## config.mk

```make
export PLATFORM = sky130hd
export DESIGN_NAME = jk_sequence_driver
export DESIGN_NICKNAME = d
export VERILOG_FILES = /design/src/rtl/jk_seq_pkg.sv /design/src/rtl/jk_ff_cell.sv /design/src/rtl/jk_sequence_driver.sv
export SDC_FILE = /design/constraint.sdc
export NUM_CORES = 1
export LEC_CHECK = 0
export CORE_ASPECT_RATIO = 0.5
export CORE_MARGIN = 1
export CORE_UTILIZATION = 40
export CTS_CLUSTER_SIZE = 20
export DETAILED_ROUTE_END_ITERATION = 7
export PLACE_DENSITY_LB_ADDON = 0.3
export SYNTH_ARGS = -nofsm -noshare
export SYNTH_HDL_FRONTEND = slang
export SYNTH_HIERARCHICAL = 1
export SYNTH_SLANG_ARGS = --single-unit
```

## constraint.sdc

```tcl
create_clock -name clk -period 1.9 [get_ports clk]
set_clock_uncertainty 0.1 [all_clocks]
set_input_delay 0.38 -clock clk [delete_from_list [all_inputs] [get_ports clk]]
set_output_delay 0.38 -clock clk [all_outputs]
set_load 0.01 [all_outputs]
```

## src/rtl/jk_seq_pkg.sv

```systemverilog
// Shared types and helpers for the JK sequence driver: FSM states and the
// JK excitation function that turns a (present, desired) bit pair into J/K.
package jk_seq_pkg;

  typedef enum logic [1:0] {
    StIdle,
    StRun,
    StHold
  } state_e;

  typedef struct packed {
    logic j;
    logic k;
  } jk_t;

  localparam jk_t JkNoChange = '{j: 1'b0, k: 1'b0};

  // Don't-cares resolve to 0, so the toggle pair J=K=1 is never produced.
  function automatic jk_t exc(input logic q, input logic t);
    jk_t r;
    r.j = ~q & t;
    r.k = q & ~t;
    return r;
  endfunction

endpackage

```

## src/rtl/jk_ff_cell.sv

```systemverilog
// One JK flip-flop bit with synchronous active-low reset.
module jk_ff_cell (
  input  logic clk,
  input  logic reset,
  input  logic j,
  input  logic k,
  output logic q
);

  logic q_q, q_d;

  assign q_d = (j & ~q_q) | (~k & q_q);
  assign q   = q_q;

  always_ff @(posedge clk) begin
    if (!reset) begin
      q_q <= 1'b0;
    end else begin
      q_q <= q_d;
    end
  end

endmodule

```

## src/rtl/jk_sequence_driver.sv

```systemverilog
// Steps a bank of JK cells through a loaded table of states by deriving J/K
// from the present state and the next table entry.
module jk_sequence_driver
  import jk_seq_pkg::*;
#(
  parameter  int unsigned WIDTH = 4,
  parameter  int unsigned DEPTH = 8,
  localparam int unsigned AW    = $clog2(DEPTH)
) (
  input  logic             clk,
  input  logic             reset,
  input  logic             load_en,
  input  logic [AW-1:0]    load_addr,
  input  logic [WIDTH-1:0] load_data,
  input  logic [AW:0]      seq_len,
  input  logic             start,
  input  logic             hold,
  input  logic             stop,
  output logic [WIDTH-1:0] J,
  output logic [WIDTH-1:0] K,
  output logic [WIDTH-1:0] Q,
  output logic             busy,
  output logic             wrap
);

  localparam logic [AW:0] DepthLen = (AW + 1)'(DEPTH);
  localparam logic [AW:0] LenOne   = (AW + 1)'(1);

  state_e           state_q, state_d;
  logic [AW-1:0]    idx_q, idx_d;
  logic [AW:0]      len_q, len_d;
  logic             wrap_q, wrap_d;
  logic             step;
  logic             last;
  logic [WIDTH-1:0] target;
  logic [WIDTH-1:0] tbl_q [DEPTH];

  assign target = tbl_q[idx_q];
  assign last   = ({1'b0, idx_q} == (len_q - LenOne));
  assign busy   = (state_q != StIdle);
  assign wrap   = wrap_q;

  // Table is deliberately not reset; writes only land while idle.
  always_ff @(posedge clk) begin
    if (reset && (state_q == StIdle) && load_en) begin
      tbl_q[load_addr] <= load_data;
    end
  end

  always_comb begin
    state_d = state_q;
    idx_d   = idx_q;
    len_d   = len_q;
    wrap_d  = 1'b0;
    step    = 1'b0;
    unique case (state_q)
      StIdle: begin
        if (start && (seq_len != '0)) begin
          state_d = StRun;
          idx_d   = '0;
          len_d   = (seq_len > DepthLen) ? DepthLen : seq_len;
        end
      end
      StRun: begin
        if (stop) begin
          state_d = StIdle;
          idx_d   = '0;
        end else if (hold) begin
          state_d = StHold;
        end else begin
          step   = 1'b1;
          wrap_d = last;
          idx_d  = last ? '0 : idx_q + 1'b1;
        end
      end
      StHold: begin
        if (stop) begin
          state_d = StIdle;
          idx_d   = '0;
        end else if (!hold) begin
          state_d = StRun;
        end
      end
      default: state_d = StIdle;
    endcase
  end

  always_ff @(posedge clk) begin
    if (!reset) begin
      state_q <= StIdle;
      idx_q   <= '0;
      len_q   <= '0;
      wrap_q  <= 1'b0;
    end else begin
      state_q <= state_d;
      idx_q   <= idx_d;
      len_q   <= len_d;
      wrap_q  <= wrap_d;
    end
  end

  for (genvar i = 0; i < WIDTH; i++) begin : g_cell
    jk_t e;

    // Any non-stepping cycle (idle, hold, stop, reset) drives the no-change pair.
    assign e    = (step && reset) ? exc(Q[i], target[i]) : JkNoChange;
    assign J[i] = e.j;
    assign K[i] = e.k;

    jk_ff_cell u_cell (
      .clk   (clk),
      .reset (reset),
      .j     (J[i]),
      .k     (K[i]),
      .q     (Q[i])
    );
  end

endmodule

```

* Word-level counts from Yosys, hierarchy flattened *
Memory sizes are Yosys's and may differ from the RTL's. A register that Yosys moved wholly into a read port is not among the register bits.
Cells that the tools add are included.
W data, S select, Z words.

word-level totals
  memory bits (writable) = 32
  register bits after elaboration = 14
  output and inout bits = 14
  word-level logic and storage cells = 90
  memories = 1
  bits of input ports = 17

memory list
  name   words  bits a word  read ports  clocked after Yosys merged registers in  write ports  line                      text
  tbl_q  8      4            1           1                                        1            jk_sequence_driver.sv:36  logic [WIDTH-1:0] tbl_q [DEPTH];

cells by class
  $lt $le $gt $ge = 1
  bitwise gates (word level) = 34
  equality and inequality tests = 8
  mux-type cells = 24
  reduce and logical (&&, ||, !) cells = 12
  add/subtract/negate cells = 2

operator list
  cell                   count
  $mux W3                7
  $mux W2                9
  $and A1 B1 Y1          16
  $not A1 Y1             14
  $ne A3 B3 Y1 const B   3
  $pmux W3 S3            1
  $pmux W2 S3            1
  $mux W1                5
  $eq A3 B4 Y1           1
  $gt A4 B4 Y1 const B   1
  $logic_and A1 B1 Y1    4
  $mux W4                1
  $or A1 B1 Y1           4
  $reduce_and A4 Y1      1
  $reduce_bool A4 Y1     1
  $reduce_or A4 Y1       1
  $sub A4 B1 Y4 const B  1
  $add A3 B1 Y3 const B  1
  $reduce_and A3 Y1      1
  $reduce_bool A3 Y1     1
  $eq A2 B1 Y1 const B   1
  $eq A2 B2 Y1 const B   1
  $logic_not A2 Y1       1
  $ne A2 B1 Y1 const B   1
  3 further kinds        3

* Logic depth before layout (Yosys ltp) *
Gate-level depths: netlist of the first run.

  depth after elaboration = 8
  mapped depth = 6
  depth with buffers taken out = 6

* By module *
Netlist of the first run, hierarchy kept.

by module, submodules not included
  module              instances  cells an instance  seq. area each (um^2)  area an instance (um^2)
  jk_sequence_driver  1          144                1,221.2                1,971.9
  jk_ff_cell          4          4                  20.0                   51.3

* Worst setup path after synthesis of the first run *
No wires, ideal clock.

  path type = register to output
  start = register (tool-made name)
  end = output K[0]
  data required time = 1,420 ps
  setup slack = 4 ps
  buffers on the path = 1
  cell stages (with the launch flop) = 5
  arrival = 1,416 ps
  cells stage by stage = dfxtp_1 -> buf_2 -> mux4_2 -> mux2i_1 -> and3_1

RTL lines
  item           line                      text
  end, declared  jk_sequence_driver.sv:20  output logic [WIDTH-1:0] K,

==> results of run 1 <==
synth_stat cells, drive strengths merged:
master | n | area, um2
or4 | 1 | 11.3
o21a | 1 | 7.51
a31oi | 1 | 6.26
nor3b | 1 | 7.51
xnor2 | 1 | 8.76
xor2 | 3 | 26.3
and2 | 1 | 6.26
inv | 4 | 15.0
a21o | 1 | 7.51
o2bb2ai | 1 | 8.76
a21oi | 2 | 10.0
clkbuf | 3 | 11.3
nor2b | 3 | 18.8
nor3 | 9 | 45.0
nand2b | 11 | 98.8
nor2 | 11 | 41.3
nand3b | 1 | 7.51
mux2i | 6 | 60.1
and3b | 1 | 8.76
a32o | 1 | 10.0
o41a | 1 | 11.3
o21ai | 1 | 5.00
nand3 | 3 | 15.0
a2111oi | 2 | 17.5
or2 | 1 | 6.26
a221oi | 1 | 8.76
edfxtp | 32 | 961
and3 | 5 | 31.3
a22oi | 1 | 7.51
ha | 2 | 25.0
a21boi | 7 | 67.6
nand4b | 4 | 35.0
buf | 1 | 5.00
nand4 | 1 | 6.26
dfxtp | 17 | 340
mux4 | 8 | 180
nand2 | 10 | 37.5
final timing paths:
kind                            cells after the start      from       end
worst max register to register                      5  len_q[1]  idx_q[1]
worst min register to register                      2  len_q[2]  len_q[2]
worst min-delay path                                2  len_q[2]  len_q[2]
worst max-delay path                                5      flop      K[1]
what timing repair did:
action                                  in CTS  in global routing
endpoints found under the hold margin        0                  0
gates resized for setup                     45                 11
pin swaps                                    6                  9
endpoints found under the setup margin      12                 14
buffers inserted                             1                  1
cell families after synthesis:
group           after synthesis  share of synthesized area (%)
simple gates                 63                           17.3
flops                        49                           59.8
xor+xnor                      4                           1.61
buf+inv                       8                           1.44
compound gates               20                           7.70
fa+ha+maj                     2                           1.15
mux                          14                           11.0
state kept, by name, indices dropped and copies added (netlist names), named ones only:
signal and count:
state_q 2, wrap 1, g_cell.u_cell/q 4, tbl_q 32, idx_q 3, len_q 4
power by group through the flow:
stage          sequential [mW]  clock [mW]  combinational, mW
6_report                  1.16       0.662              0.198
5_1_grt                   1.16       0.715              0.217
4_1_cts                   1.16       0.677              0.195
3_5_place_dp              1.18           0              0.191
3_3_place_gp              1.18           0              0.185
2_1_floorplan             1.18           0             0.0770
layout make-up:
type | count | share of cell area (%)
Tap cell | 70 | 2.93
Clock inverter | 3 | 0.964
Clock buffer | 5 | 2.30
Sequential cell | 49 | 43.7
Timing Repair Buffer | 67 | 19.1
Multi-Input combinational cell | 103 | 30.5
Inverter | 4 | 0.503
worst max-delay path: stages (launching register included):
cell     delay, ns
dfxtp_2       0.36
buf_12        0.14
mux4_2        0.52
mux2i_2       0.20
and3_1        0.21
buf_2         0.14
routing by layer:
metal,wire [um],global-route usage (%)
met5,0,0
met4,31,5.09
met2,2140,29.3
met1,2040,20.4
met3,94,4.36
per-stage QoR:
step	power, mW	cells	TNS [ns]	setup slack [ns]	cell area (um2)
after floorplan	1.26	160	0	0.00447	2180
after global placement	1.37	292	-10.34	-0.698	2840
after detailed placement	1.37	292	-11.20	-0.782	2840
after CTS	2.03	300	-3.50	-0.456	2940
after global routing	2.09	301	-4.26	-0.537	2990
final	2.02	301	-3.38	-0.452	2990
==> out/qor.yml, run 1 <==
logic_synthesis:
  synth-seq-area-share_pct: 59.8
  yosysWarnings: 6
  synth_cells: 160
  syn_nets: 179
  synth_area_mm2: 0.00218
  synth-seq-cells: 49
  avgSynthCellArea_um2: 13.6
  ys_types: 39
clock_network:
  cts_root_buf: "clkbuf_8"
  clockBufferDepth: 2
  h-tree-depth: 2
  ctsHoldBuffers: 0
  worstSkewPairLatency_ns: 0.31
  clk_pin_slew_ns: 0.09
  cts_tree: "done"
  cts_buffers: 5
  cts.sinks: 49
sta:
  min_period_ns: 2.35
  setup_viol: 8
  maxSlewHeadroom_pct: 78.1
  layout_setup_ws_ns: -0.452
  drv_slew: 0
  holdWs_ns: 0.414
  fmaxAchievable_ghz: 0.425
  post-route-period-util_pct: 124
  rsz0062_at_grt: "yes"
  worstMarginPinSlew_ns: 0.327
  hold_violations: 0
final_layout:
  final_util_pct: 58.9
  antenna-diode-count: 0
  layout-drive-gt1-share_pct: 38.5
  register_area_mm2: 0.00131
  multi_input_area_um2: 911
  final.fill_count: 417
  layout_common_cells: "buf_4, edfxtp_1, clkdlybuf4s50_1, dfxtp_1"
  area_growth_pct: 37.2
  final_common_cell: "buf_4"
  final_nets: 249
critical_path:
  critPathKind: "reg -> out"
  cp.arrival_ns: 1.87
  reg2reg_slack_ns: 0.02
  startpoint_type: "flop"
  cp_max_fo: 8
  cp-end-kind: "output port"
  cp.required_ns: 1.42
global_route:
  grt_pass1_vias: 1374
  grt_util_all_layers_pct: 16.6
  overflow: 0
  grt_first_pass_wirelength_um: 6850
  antenna_found_initial: 0
  grt_max_degree: 19
pwr:
  intPower_mw: 1.53
  switchingPower_uw: 484
  leakage_nw: 1.08
  combPwrFrac_pct: 9.8
  clkPwrFrac_pct: 32.8
  ir_worst_vdd_v: 0.000407
  powerDensity_mw_per_mm2: 676
  seq_power_share_pct: 57.4
  swShare_pct: 24.0
placement:
  port_buffers: 30
  place_congestion: 0.773
  hpwl_um: 3220
min_path:
  min_path_type: "reg -> reg"
detailed_routing:
  vias_per_cell: 4.86
  drt-total-wl_um: 4300
  drt_iter0_drc: 30
  ant_nets: 0
  route.detailed.drc: 0
  wire_per_inst_um: 14.3
  route.vias.total: 1463
  dr.pass1.iters: 4
die:
  row_count: 18
  core_mm2: 0.00507
  die_y_um: 54.2
  die_w_um: 106
  io_pins: 31
  initial_utilization_pct: 43.0
  die_area_mm2: 0.00576
status:
  failed_checks: "negative setup slack"
  status: "finished, violations left"
run:
  cap_violations: 0
(Power assumes the default switching activity.)
==> run 2, diff against run 1 <==
==> constraint.sdc (replaced) <==
create_clock -name clk -period 2.3 [get_ports clk]
set_clock_uncertainty 0.1 [all_clocks]
set_input_delay 0.23 -clock clk [delete_from_list [all_inputs] [get_ports clk]]
set_output_delay 0.23 -clock clk [all_outputs]
set_load 0.01 [all_outputs]
==> run 2 against run 1 <==
Effect of this change: the run now ends clean; final area shrank 5.9%; global-route usage shrank 0.98 points; setup slack gained 0.48 ns; final cell count shrank 5.3%; sequential share of layout area grew 2.6 points; sequential power shrank 17%; utilization shrank 3.5 points; flip-flop and latch count is the same; die area is the same; total power shrank 19%; via count shrank 3.0%; critical path type unchanged; critical endpoint unchanged; largest cell class unchanged.
==> out/qor.yml, run 2 (synthesized netlist as in run 1, its figures left out) <==
clock_network:
  h-tree-depth: 2  # unchanged
  clk_pin_slew_ns: 0.10  # was 0.09 ns
  cts_tree: "done"  # unchanged
  clockBufferDepth: 2  # unchanged
  cts.sinks: 49  # unchanged
  cts_buffers: 5  # unchanged
  worstSkewPairLatency_ns: 0.30  # was 0.31 ns
  cts_root_buf: "clkbuf_8"  # unchanged
final_layout:
  final_common_cell: "edfxtp_1"  # was buf_4
  register_area_mm2: 0.00130  # was 0.00131 mm2
  area_growth_pct: 29.1  # was 37.2%
  layout.cells.non_filler: 285  # was 301
  largest_reg_flops: 32  # unchanged
  multi_input_area_um2: 856  # was 911 um2
  largest_register: "tbl_q"  # unchanged
  layout_common_cells: "edfxtp_1, clkdlybuf4s50_1, buf_4, dfxtp_1, nor2_1"  # was buf_4, edfxtp_1, clkdlybuf4s50_1, dfxtp_1
  antenna-diode-count: 0  # unchanged
  final.fill_count: 432  # was 417
  final_cell_area_mm2: 0.00281  # was 0.00299 mm2
  layout-drive-gt1-share_pct: 26.5  # was 38.5%
  final_nets: 233  # was 249
pwr:
  powerDensity_mw_per_mm2: 583  # was 676 mW/mm2
  swShare_pct: 23.5  # was 24.0%
  combPwrFrac_pct: 8.6  # was 9.8%
  report.power.total_mw: 1.64  # was 2.02 mW
  leakage_nw: 0.981  # was 1.08 nW
  seq_power_share_pct: 58.5  # was 57.4%
  intPower_mw: 1.25  # was 1.53 mW
  ir_worst_vdd_v: 0.000302  # was 0.000407 V
  clkPwrFrac_pct: 32.9  # was 32.8%
  switchingPower_uw: 385  # was 484 uW
global_route:
  grt_first_pass_wirelength_um: 6590  # was 6850 um
  grt_util_all_layers_pct: 15.6  # was 16.6%
  grt_max_degree: 19  # unchanged
  overflow: 0  # unchanged
  antenna_found_initial: 1  # was 0
  grt_pass1_vias: 1389  # was 1374
die:
  die_y_um: 54.2  # unchanged
  io_pins: 31  # unchanged
  die_area_mm2: 0.00576  # unchanged
  initial_utilization_pct: 43.0  # unchanged
  core_mm2: 0.00507  # unchanged
  die_w_um: 106  # unchanged
  row_count: 18  # unchanged
sta:
  rsz0062_at_grt: "yes"  # unchanged
  fmaxAchievable_ghz: 0.440
  setup_viol: 0  # was 8
  layout_setup_ws_ns: 0.0298  # was -0.452 ns
  post-route-period-util_pct: 98.7
  min_period_ns: 2.27
  holdWs_ns: 0.384  # was 0.414 ns
  hold_violations: 0  # unchanged
  worstMarginPinSlew_ns: 0.392  # was 0.327 ns
  drv_slew: 0  # unchanged
  maxSlewHeadroom_pct: 73.2  # was 78.1%
detailed_routing:
  route.vias.total: 1419  # was 1463
  vias_per_cell: 4.98  # was 4.86
  drt_iter0_drc: 37  # was 30
  route.detailed.drc: 0  # unchanged
  dr.pass1.iters: 4  # unchanged
  wire_per_inst_um: 14.1  # was 14.3 um
  drt-total-wl_um: 4010  # was 4300 um
  ant_nets: 0  # unchanged
critical_path:
  cp.required_ns: 1.97  # was 1.42 ns
  reg2reg_slack_ns: 0.30  # was 0.02 ns
  critPathKind: "reg -> out"  # unchanged
  cpMaxStageDelayCell: "mux4_2"  # unchanged
  cp-end-kind: "output port"  # unchanged
  cp_max_fo: 8  # unchanged
  startpoint_type: "flop"  # unchanged
  slowest_delay_ns: 0.51  # was 0.52 ns
  cp.arrival_ns: 1.94  # was 1.87 ns
  cp_cell_sequence: "buf_12, mux4_2, mux2i_1, buf_4, and3_1, buf_2"  # was buf_12, mux4_2, mux2i_2, and3_1, buf_2
placement:
  place_congestion: 0.755  # was 0.773
  dp_slack_ns: -0.0787  # was -0.782 ns
  hpwl_um: 3030  # was 3220 um
  port_buffers: 30  # unchanged
  place_area_mm2: 0.00271  # was 0.00284 mm2
  place_inst: 274  # was 292
min_path:
  min_path_type: "reg -> reg"  # unchanged
run:
  cap_violations: 0  # unchanged
status:
  status: "complete, no violations"  # was finished, violations left
-- run 2: worst max-delay path, delay by kind of cell, from the launching register on --
kind / cells / cell delay [ns]
muxes: 2 / 0.70
buffers and inverters: 3 / 0.41
and+or+nand+nor: 1 / 0.16
DFF: 1 / 0.36
-- run 2: layout make-up --
type / count / area share [%]
Clock buffer: 5 / 2.45
Clock inverter: 3 / 1.02
Inverter: 4 / 0.534
Multi-Input combinational cell: 103 / 30.5
Sequential cell: 49 / 46.3
Tap cell: 70 / 3.12
Timing Repair Buffer: 51 / 16.1
-- run 2: worst paths after layout --
kind	startpoint	end	depth (start not counted)
max reg2reg	len_q[0]	idx_q[1]	6
min reg2reg	len_q[2]	len_q[2]	2
max	flop	K[1]	6
min	len_q[2]	len_q[2]	2
-- run 2: metrics by stage --
| stage | util, % | setup TNS (ns) |
|---|---|---|
| after global routing | 55.5 | -0.287 |
| after global placement | 53.5 | -0.0520 |
| after floorplan | - | 0 |
| after CTS | 55.9 | 0 |
| after detailed placement | 53.5 | -0.371 |
| final | 55.5 | 0 |
-- run 2: power groups by stage --
stage / registers, mW / clock network (mW) / logic (mW)
after CTS: 0.958 / 0.556 / 0.141
after detailed placement: 0.979 / 0 / 0.139
final: 0.958 / 0.539 / 0.141
after floorplan: 0.976 / 0 / 0.0636
after global placement: 0.978 / 0 / 0.135
after global routing: 0.960 / 0.582 / 0.157
-- run 2: repair_timing --
action,4_1_cts,5_1_grt
setup buffers,2,1
resized for setup,26,5
endpoints found under the setup margin,8,8
hold buffers,0,0
pin swaps,0,3
-- run 2: routing by layer --
metal	GRT usage, %	vias to the layer above	share of wire, %
li1	-	716	-
met1	19.2	676	47
met2	27.4	19	48
met3	4.96	6	4.1
met4	3.70	2	0.72
met5	0	-	0.32
